### src/rtl/muldiv_unit.sv
// Iterative RV32M multiply/divide unit: shift-add multiply and restoring divide,
// one bit per cycle, XLEN-cycle latency for every op including the special cases.
module muldiv_unit #(
   parameter int unsigned XLEN = 32
) (
   input  logic            clk,
   input  logic            rst,
   input  logic            start,
   input  logic            flush,
   input  logic [2:0]      op,
   input  logic [XLEN-1:0] in_a,
   input  logic [XLEN-1:0] in_b,
   output logic            busy,
   output logic            done,
   output logic [XLEN-1:0] result
);

   localparam int unsigned CW = $clog2(XLEN) + 1;
   localparam logic [CW-1:0] LAST = CW'(XLEN - 1);

   typedef enum logic [1:0] {S_IDLE, S_CALC, S_DONE} state_t;

   state_t            r_state;
   logic [CW-1:0]     r_count;
   logic [2:0]        r_op;
   logic [XLEN-1:0]   r_hi;
   logic [XLEN-1:0]   r_lo;
   logic [XLEN-1:0]   r_m;
   logic              r_neg_q;
   logic              r_neg_r;
   logic              r_spec;
   logic [XLEN-1:0]   r_spec_val;
   logic              r_busy;
   logic              r_done;
   logic [XLEN-1:0]   r_result;

   logic              w_is_div;
   logic              w_a_sgn;
   logic              w_b_sgn;
   logic              w_neg_a;
   logic              w_neg_b;
   logic [XLEN-1:0]   w_mag_a;
   logic [XLEN-1:0]   w_mag_b;
   logic              w_div0;
   logic              w_ovf;
   logic [XLEN-1:0]   w_spec_val;

   logic [XLEN:0]     w_sum;
   logic [XLEN:0]     w_shift;
   logic [XLEN:0]     w_diff;
   logic [XLEN-1:0]   w_hi_nx;
   logic [XLEN-1:0]   w_lo_nx;
   logic [2*XLEN-1:0] w_prod;
   logic [2*XLEN-1:0] w_prod_s;
   logic [XLEN-1:0]   w_quo;
   logic [XLEN-1:0]   w_rem;
   logic [XLEN-1:0]   w_final;

   assign busy   = r_busy;
   assign done   = r_done;
   assign result = r_result;

   // Operand decode at accept: signedness, magnitudes and special-case results
   always_comb begin
      w_is_div   = op[2];
      w_a_sgn    = ~(op[0] & (op[1] | op[2]));
      w_b_sgn    = op[2] ? ~op[0] : ~op[1];
      w_neg_a    = w_a_sgn & in_a[XLEN-1];
      w_neg_b    = w_b_sgn & in_b[XLEN-1];
      w_mag_a    = w_neg_a ? (XLEN'(0) - in_a) : in_a;
      w_mag_b    = w_neg_b ? (XLEN'(0) - in_b) : in_b;
      w_div0     = w_is_div && (in_b == '0);
      w_ovf      = w_is_div && !op[0] && (in_a == {1'b1, {(XLEN-1){1'b0}}}) && (in_b == '1);
      w_spec_val = '0;
      if (w_div0)
         w_spec_val = op[1] ? in_a : '1;
      else if (w_ovf)
         w_spec_val = op[1] ? '0 : in_a;
   end

   // One iteration of the datapath plus sign fix-up of the final value
   always_comb begin
      w_sum   = {1'b0, r_hi} + (r_lo[0] ? {1'b0, r_m} : '0);
      w_shift = {r_hi, r_lo[XLEN-1]};
      w_diff  = w_shift - {1'b0, r_m};
      if (r_op[2]) begin
         if (!w_diff[XLEN]) begin
            w_hi_nx = w_diff[XLEN-1:0];
            w_lo_nx = {r_lo[XLEN-2:0], 1'b1};
         end else begin
            w_hi_nx = w_shift[XLEN-1:0];
            w_lo_nx = {r_lo[XLEN-2:0], 1'b0};
         end
      end else begin
         w_hi_nx = w_sum[XLEN:1];
         w_lo_nx = {w_sum[0], r_lo[XLEN-1:1]};
      end
      w_prod   = {w_hi_nx, w_lo_nx};
      w_prod_s = r_neg_q ? ((2*XLEN)'(0) - w_prod) : w_prod;
      w_quo    = r_neg_q ? (XLEN'(0) - w_lo_nx) : w_lo_nx;
      w_rem    = r_neg_r ? (XLEN'(0) - w_hi_nx) : w_hi_nx;
      if (r_spec)
         w_final = r_spec_val;
      else begin
         case (r_op)
            3'b000:                 w_final = w_prod_s[XLEN-1:0];
            3'b001, 3'b010, 3'b011: w_final = w_prod_s[2*XLEN-1:XLEN];
            3'b100, 3'b101:         w_final = w_quo;
            default:                w_final = w_rem;
         endcase
      end
   end

   // Control FSM and datapath registers
   always_ff @(posedge clk) begin
      if (rst) begin
         r_state    <= S_IDLE;
         r_count    <= '0;
         r_op       <= '0;
         r_hi       <= '0;
         r_lo       <= '0;
         r_m        <= '0;
         r_neg_q    <= 1'b0;
         r_neg_r    <= 1'b0;
         r_spec     <= 1'b0;
         r_spec_val <= '0;
         r_busy     <= 1'b0;
         r_done     <= 1'b0;
         r_result   <= '0;
      end else begin
         case (r_state)
            S_IDLE, S_DONE: begin
               r_done <= 1'b0;
               if (start && !flush) begin
                  r_state    <= S_CALC;
                  r_busy     <= 1'b1;
                  r_count    <= '0;
                  r_op       <= op;
                  r_hi       <= '0;
                  r_lo       <= w_is_div ? w_mag_a : w_mag_b;
                  r_m        <= w_is_div ? w_mag_b : w_mag_a;
                  r_neg_q    <= w_neg_a ^ w_neg_b;
                  r_neg_r    <= w_neg_a;
                  r_spec     <= w_div0 | w_ovf;
                  r_spec_val <= w_spec_val;
               end else begin
                  r_state <= S_IDLE;
                  r_busy  <= 1'b0;
               end
            end
            S_CALC: begin
               if (flush) begin
                  r_state <= S_IDLE;
                  r_busy  <= 1'b0;
               end else begin
                  r_hi    <= w_hi_nx;
                  r_lo    <= w_lo_nx;
                  r_count <= r_count + CW'(1);
                  if (r_count == LAST) begin
                     r_state  <= S_DONE;
                     r_busy   <= 1'b0;
                     r_done   <= 1'b1;
                     r_result <= w_final;
                  end
               end
            end
            default: begin
               r_state <= S_IDLE;
               r_busy  <= 1'b0;
               r_done  <= 1'b0;
            end
         endcase
      end
   end

endmodule

### config.mk
export PLATFORM = sky130hd
export DESIGN_NAME = muldiv_unit
export DESIGN_NICKNAME = d
export VERILOG_FILES = /design/src/rtl/muldiv_unit.sv
export SDC_FILE = /design/constraint.sdc
export NUM_CORES = 1
export LEC_CHECK = 0
export ABC_CLOCK_PERIOD_IN_PS = 8510
export CORE_MARGIN = 5
export CORE_UTILIZATION = 65
export CTS_BUF_LIST = sky130_fd_sc_hd__clkbuf_4
export DETAILED_ROUTE_END_ITERATION = 8
export DONT_BUFFER_PORTS = 1
export PLACE_DENSITY = 0.81
export SYNTH_ARGS = -nofsm -noshare
export SYNTH_HDL_FRONTEND = slang
export SYNTH_SLANG_ARGS = --single-unit
### constraint.sdc
create_clock -name clk -period 8.51 [get_ports clk]
set_clock_uncertainty 0.2 [all_clocks]
set_input_delay 1.2765 -clock clk [delete_from_list [all_inputs] [get_ports clk]]
set_output_delay 1.2765 -clock clk [all_outputs]
set_load 0.01 [all_outputs]
==> impl_metrics.py <==
metrics = {
    "status": {
        "run_status": "finished clean",
    },
    "route": {
        "ant_nets": 0,
        "postRouteWirelength_um": 66000,
        "avgRoutedWirePerCell_um": 25.0,
        "viasPerCell": 7.09,
        "firstDrtPassIters": 7,
        "drc": 0,
        "vias": 18700,
        "drt-initial-drc-count": 2852,
    },
    "synth": {
        "synth_area_per_cell_um2": 6.94,
        "synthCells": 2406,
        "synth_seq_cells": 175,
        "synth_top_area_cell": "dfxtp_1",
        "syn_area_um2": 16700,
        "yosysUniqueCellTypes": 87,
        "synth_seq_area_share": 0.210,
        "synth_edf_count": 0,
        "yosys.area.top_type_share": 0.210,
        "synth_top_flop_cell": "dfxtp_1",
        "synthesis.nets": 2549,
        "yosysWarnings": 0,
        "async_reset_ff_frac": 0,
        "ys_top_cells_by_area": "dfxtp_1, a21oi_1, nand2_1",
    },
    "floorplanning": {
        "io-pin-count": 105,
        "dieArea_um2": 29000,
        "num_rows": 58,
        "coreArea_um2": 25300,
        "die_h_um": 170,
        "start_util": 0.662,
        "die_x_um": 170,
    },
    "critical_path": {
        "worstPathArrival_ns": 6.92,
        "criticalPathCategory": "flip-flop to flip-flop",
        "rrSetupSlack_ns": 1.98,
        "reg2reg_depth": 22,
        "r2r_end": "result[26]",
        "crit_start": "r_lo[31]",
        "cp-start-kind": "flip-flop",
        "setup.worst_path.end": "result[26]",
        "crit_fanout": 8,
        "end_kind": "flip-flop",
        "rr_startpoint": "r_lo[31]",
        "required_ns": 8.90,
    },
    "clocking": {
        "cts_max_level": 4,
        "cts_tree": "built",
        "numCtsBuffers": 17,
        "cts_resized": 0,
        "clock_path_buffers": 2,
        "clkTransAtPathRegs_ns": 0.23,
        "cts.sinks": 175,
        "cts_setup_buffers": 0,
        "cts_root_buf": "clkbuf_4",
        "ctsHoldBuffers": 0,
        "clock_latency_ns": 0.65,
    },
    "pwr": {
        "leakagePower_uw": 0.00646,
        "p_per_area_nw_per_um2": 129,
        "vdd_ir_drop_max_uv": 98.9,
    },
    "placed_design": {
        "routabilityCongestion": 1.05,
        "io_buffers": 0,
        "dp_slack_ns": 2.23,
        "dpl.cell_count": 2606,
        "dp_hpwl_um": 50400,
    },
    "global_routing": {
        "grt_max_degree": 138,
        "grt-ovfl-total": 0,
        "first_global_vias": 16900,
        "grt_use_total": 0.443,
        "antenna_found_initial": 4,
        "grt_pass1_wl_um": 100000,
    },
    "sta": {
        "hold_violations": 0,
        "worst_pin_slew_ns": 1.30,
        "setup_viol_count_final": 0,
        "slew_viol_final": 0,
        "relSlewSlack": 0.133,
        "grt_setup_unrepaired": "no",
        "min_period_over_period": 0.767,
        "min_period_ns": 6.53,
        "fin_tns_setup_ns": 0,
        "fmax_mhz": 153,
        "setup_slack_ns": 1.98,
    },
    "flow_run": {
        "cap_violations": 0,
    },
    "final_layout": {
        "fin_nets": 2438,
        "area_growth_pct": 2.13,
        "final_common_cell": "nand2_1",
        "fin_cells": 2639,
        "final_cell_mix": "nand2_1, nor2_1, a21oi_1",
        "drive_gt1_frac": 0.0451,
    },
    "hold_path": {
        "holdCritPathClass": "flip-flop to flip-flop",
        "whs_path_depth": 2,
    },
}
report_power, final:
group	internal (uW)	total, uW	switching (uW)	leakage [uW]
clock	141	535	393	0.000164
combinational	265	792	527	0.00488
sequential	844	875	31.4	0.00142
total	1250	2200	951	0.00646
worst min path at each step:
stage	startpoint	to	slack [ns]
after floorplan	r_spec_val[11]	r_spec_val[11]	0.21
after global placement	r_spec_val[15]	r_spec_val[15]	0.22
after detailed placement	r_spec_val[29]	r_spec_val[29]	0.23
after CTS	r_spec_val[29]	r_spec_val[29]	0.25
after global routing	r_spec_val[30]	r_spec_val[30]	0.28
final	r_spec_val[29]	r_spec_val[29]	0.25
area by class of cell:
cell class,count,area (um^2)
well taps,330,413
repair buffers,28,210
clock buffers,17,128
flip-flops and latches,175,3510
inverters,76,285
diodes,1,2.50
multi-input cells,1997,12300
clock inverters,15,193
fillers,2292,8190
critical path, cell delays in order, from the launching register on:
cell and delay (ns):
dfxtp_1 0.40, inv_1 0.09, ha_1 0.17, inv_1 0.06, fa_1 0.42, a211oi_1 0.31
o211ai_1 0.23, and4_1 0.28, o21ai_1 0.35, a211o_1 0.21, nor2_1 0.14, a21oi_1 0.27
ha_1 0.21, o21ai_0 0.11, nor2b_1 0.35, nand3_1 0.25, nor3_1 0.84, nand2_1 0.29
or3_1 0.43, o31a_1 0.32, xor2_1 0.14, a221oi_1 0.29, o22ai_1 0.12
through the flow:
| step | cell area [um^2] | hold slack (ns) | power, uW | utilization |
|---|---|---|---|---|
| after floorplan | 16700 | 0.207 | 1440 | - |
| after global placement | 16700 | 0.216 | 1630 | 0.663 |
| after detailed placement | 16700 | 0.225 | 1640 | 0.663 |
| after CTS | 17100 | 0.248 | 2160 | 0.676 |
| after global routing | 17100 | 0.276 | 2280 | 0.676 |
| final | 17100 | 0.249 | 2200 | 0.676 |
Yosys cell counts (all sizes together) (8+ instances only):
library cell / number
a211oi: 38
a21boi: 10
a21o: 20
a21oi: 246
a221oi: 23
a22oi: 32
a31oi: 22
and2: 47
and3: 12
buf: 30
clkbuf: 128
dfxtp: 175
ha: 70
inv: 76
mux2: 11
mux2i: 64
nand2: 327
nand2b: 23
nand3: 29
nand4: 31
nor2: 253
nor2b: 8
nor3: 69
nor4: 23
o211ai: 46
o21a: 16
o21ai: 177
o21bai: 10
o221ai: 11
o22ai: 15
o31ai: 30
o41ai: 8
or2: 13
or3: 37
xnor2: 103
xor2: 76
cell families (layout without fill, tap and decap cells):
family | count (synthesis) | in the layout | share of synthesized area
multiplexers | 75 | 75 | 0.0460
AO/OA/AOI/OAI | 766 | 766 | 0.290
buffers and inverters | 234 | 136 | 0.0553
XOR/XNOR | 179 | 179 | 0.0938
AND/OR/NAND/NOR | 905 | 905 | 0.251
adder cells (fa/ha/maj) | 72 | 72 | 0.0548
other | 0 | 1 | 0
flip-flops | 175 | 175 | 0.210
sequential cells by signal (all words and copies together) (netlist names):
name,count
done,1
r_count,6
r_hi,32
r_lo,32
r_m,32
r_neg_q,1
r_neg_r,1
r_op,3
r_spec,1
r_spec_val,32
r_state,2
result,32
per-layer routing:
layer	wire (um)	vias up	global-route usage
li1	-	8474	-
met2	27500	1394	0.651
met4	3990	4	0.217
met5	29	-	0
met1	25500	8575	0.593
met3	8980	264	0.128
Power figures use the tool's default switching activity.
==> RTL change 1: new RTL, same flow settings <==
Set the parameter `XLEN` to 16 (it was 32).
--- a/src/rtl/muldiv_unit.sv
+++ b/src/rtl/muldiv_unit.sv
@@ -1,7 +1,7 @@
 // Iterative RV32M multiply/divide unit: shift-add multiply and restoring divide,
 // one bit per cycle, XLEN-cycle latency for every op including the special cases.
 module muldiv_unit #(
-   parameter int unsigned XLEN = 32
+   parameter int unsigned XLEN = 16
 ) (
    input  logic            clk,
    input  logic            rst,
Interface: changed (resized in_a, in_b and result); port bits go from 105 to 57. The function was not compared with the original's and may differ.
==> RTL change 1 against the unedited design <==
- sequential cell count fell by 81
- largest cell class unchanged
- synthesized area fell by 49%
- combinational power fell by 48%
- setup slack improved by 1.4 ns
- total power fell by 47%
- clock power fell by 49%
- first-iteration DRC count fell by 66%
- wire length fell by 60%
- global-route usage fell by 11 points
- non-clock buffer count fell by 21
- hold slack improved by 0.020 ns
- final area fell by 49%
==> RTL change 1: results (changes against the unedited design) <==
* Status: finished clean
* Bufs w/o clock at 7 (-75%)
* Leak at 3.404 nW (-47%)
* # fillers at 1183 (-48%)
* RR Endpoint: result[6]
* Total track usage at 0.3341 (-0.1084)
* Tcrit/Tclk final at 0.6053 (-0.1619)
* Cell variety after synth at 97 (+11%)
* Synth Area in Adders at 0.06153 (+0.006710)
* HPWL Detailed at 20110 um (-60%)
* Post-layout util at 0.6655 (-0.01021)
* Clock transition at path regs at 0.18 ns (-0.05 ns)
* P_int at 0.0007061 W (-44%)
* Multi-input combinational area share at 0.7175 (-0.004811)
* Non-Filler Instances at 1298 (-51%)
* Pre-antenna DRT Iters at 5 (-2)
* Clock buffer cells at 10 (-7)
* ClkCell Share at 0.01638 (-0.002390)
* NumNets Final at 1196 (-51%)
* Routed vias at 8698 (-54%)
* Hold EP: r_spec_val[15]
* Rel. slew slack at 0.3582 (+0.2255)
* DP Area at 8563 um2 (-49%)
* Multi-input gate count at 963 (-52%)
* GP Congestion at 0.9888 (-5.4%)
* Non-clk invs at 41 (-46%)
* Worst-skew pair later-pin latency at 0.51 ns (-0.14 ns)
* Hold Slack at 0.2689 ns (+0.02024 ns)
* Xor/xnor share of the synthesized area at 0.07858 (-0.01525)
* Num CTS Buffers at 9 (-8)
* Register-to-Register Path Depth at 19 (-14%)
* Crit Path Max Fanout at 13 (+5)
* Signal buf overhead at 0.006034 (-0.006283)
* Worst r2r src: r_lo[15]
* Multiplexer area fraction after synthesis at 0.05074 (+0.004758)
* Peak supply drop at 0.09048 mV (-8.5%)
* Min-delay src: r_spec_val[15]
* CP max stage cell: or4_1
* Share of cells above drive strength 1 at 0.06334 (+0.01828)
* Seq/Total Area, Yosys at 0.2193 (+0.009599)
RTL change 1: cell count changes after synthesis, moves of 45 or more:
cell | before | now
nand2_1 | 327 | 133
a21oi_1 | 246 | 116
o21ai_0 | 169 | 39
nor2_1 | 253 | 132
dfxtp_1 | 175 | 94
clkbuf_1 | 128 | 56
xnor2_1 | 103 | 46
xor2_1 | 76 | 31
RTL change 1: power groups by stage:
stage / clock (W) / sequential (W) / combinational [W]
2_1_floorplan: 0 / 0.000478 / 0.000330
3_3_place_gp: 0 / 0.000488 / 0.000393
3_5_place_dp: 0 / 0.000489 / 0.000398
4_1_cts: 0.000272 / 0.000479 / 0.000399
5_1_grt: 0.000292 / 0.000483 / 0.000444
6_report: 0.000271 / 0.000480 / 0.000410
RTL change 1: metal layers:
metal,up-vias,global-route usage,part of all wire
li1,4139,-,-
met1,4035,0.4521,0.42
met2,440,0.5035,0.43
met3,84,0.07247,0.097
met4,0,0.1677,0.049
met5,-,0,0
==> RTL change 2: new RTL, config.mk and constraints unchanged <==
Without the edit above. Register the input `in_b` before use, without a reset. The logic sees it one clock later. The other inputs are not delayed to match.
--- a/src/rtl/muldiv_unit.sv
+++ b/src/rtl/muldiv_unit.sv
@@ -19,6 +19,12 @@
    localparam logic [CW-1:0] LAST = CW'(XLEN - 1);
 
    typedef enum logic [1:0] {S_IDLE, S_CALC, S_DONE} state_t;
+
+   logic [XLEN-1:0] in_b_q;
+
+   always_ff @(posedge clk) begin
+      in_b_q <= in_b;
+   end
 
    state_t            r_state;
    logic [CW-1:0]     r_count;
@@ -66,11 +72,11 @@
       w_a_sgn    = ~(op[0] & (op[1] | op[2]));
       w_b_sgn    = op[2] ? ~op[0] : ~op[1];
       w_neg_a    = w_a_sgn & in_a[XLEN-1];
-      w_neg_b    = w_b_sgn & in_b[XLEN-1];
+      w_neg_b    = w_b_sgn & in_b_q[XLEN-1];
       w_mag_a    = w_neg_a ? (XLEN'(0) - in_a) : in_a;
-      w_mag_b    = w_neg_b ? (XLEN'(0) - in_b) : in_b;
-      w_div0     = w_is_div && (in_b == '0);
-      w_ovf      = w_is_div && !op[0] && (in_a == {1'b1, {(XLEN-1){1'b0}}}) && (in_b == '1);
+      w_mag_b    = w_neg_b ? (XLEN'(0) - in_b_q) : in_b_q;
+      w_div0     = w_is_div && (in_b_q == '0);
+      w_ovf      = w_is_div && !op[0] && (in_a == {1'b1, {(XLEN-1){1'b0}}}) && (in_b_q == '1);
       w_spec_val = '0;
       if (w_div0)
          w_spec_val = op[1] ? in_a : '1;
Behaviour: same outputs for any inputs over 10 cycles, from zero or initial values and one cycle with rst high; that may be too few to reach the edited logic, so the function may still have changed.
==> RTL change 2 against the unedited design <==
- global-route usage is 0.98 points lower
- total power is 26% higher
- setup slack worse by 0.67 ns
- sequential cell count is 32 higher
- synthesized area is 5.0% higher
- critical path depth is 1 lower
- wire length is 4.7% higher
- final area is 7.5% higher
- fmax is 9.3% lower
==> RTL change 2: results (changes against the unedited design) <==
* Status: finished clean
* TAP cells at 341 (+3.3%)
* Most common cell after layout, fill and taps aside: nor2_1
* Multi-input gate count at 1995 (-0.10%)
* Post-Route M1 WL at 25630 um (+0.56%)
* Area contributors post-synth: dfxtp_1 24%, nor2_1 6.7%, a21oi_1 6.4%
* Clock buffer cells at 75 (+58)
* Worst path max stage delay at 0.67 ns (-0.17 ns)
* Pre-CTS setup slack at 1.538 ns (-0.6883 ns)
* Seq/Total Area, Yosys at 0.2363 (+0.02663)
* Bufs w/o clock at 30 (+7.1%)
* Clock transition at path regs at 0.07 ns (-0.16 ns)
* Post-route cell area at 18340 um2 (+7.5%)
* Buffer and inverter count on the worst path at 1 (-1)
* Routed vias at 19560 (+4.5%)
* WL met3 at 8542 um (-4.9%)
* Worst r2r src: r_m[27]
* M2 GR Usage at 0.6622 (+0.01127)
* Peak supply drop at 0.1489 mV (+51%)
* GP Congestion at 1.062 (+1.6%)
* CP Data Arrival Time at 7.65 ns (+0.73 ns)
* Worst Tran Pin Value at 1.195 ns (-0.1015 ns)
* Worst-skew pair later-pin latency at 0.72 ns (+0.07 ns)
* Inst Count DP at 2646 (+1.5%)
* Hold Slack at 0.2619 ns (+0.01324 ns)
* Non-clk invs at 73 (-3.9%)
* Initial drt markers at 2722 (-4.6%)
* Cell variety after synth at 103 (+18%)
* Signal buf overhead at 0.01228 (-0.00003681)
* Routed met2 length at 29490 um (+7.3%)
* NumNets Final at 2505 (+2.7%)
* Power share of the sequential group at 0.383 (-0.015)
* FF-to-FF setup slack at 1.31 ns (-0.67 ns)
* NetSw at 0.001050 W (+10%)
* Vias in the first global route at 18000 (+6.3%)
* Met1 Usage GRT at 0.5358 (-0.05773)
* # fillers at 2350 (+2.5%)
* Final WL at 69070 um (+4.7%)
* ClkCell Share at 0.03684 (+0.01807)
* Clock Path Buffers at 3 (+1)
* Post-Synthesis Cells at 2421 (+0.62%)
==> RTL change 2: cell families (layout without fill, tap and decap cells) <==
family | Yosys count | after routing | share of synthesized area
AOI/OAI and AO/OA | 774 | 774 | 0.2920
muxes | 59 | 59 | 0.03467
buffers and inverters | 219 | 198 | 0.04787
adders and majority gates | 72 | 72 | 0.05223
DFF | 207 | 207 | 0.2363
and+or+nand+nor | 918 | 918 | 0.2510
other | 0 | 2 | 0
xor gates and xnor gates | 172 | 172 | 0.08590
==> RTL change 2: worst max-delay path by stage <==
stage	startpoint	to	slack [ns]	cells after the start
final	r_m[27]	result[26]	1.31	21
after global routing	r_m[27]	result[26]	0.78	21
after CTS	r_lo[31]	result[26]	1.51	23
after detailed placement	r_lo[31]	result[26]	1.54	23
after global placement	r_lo[31]	result[26]	1.84	23
after floorplan	r_op[2]	result[26]	2.06	23
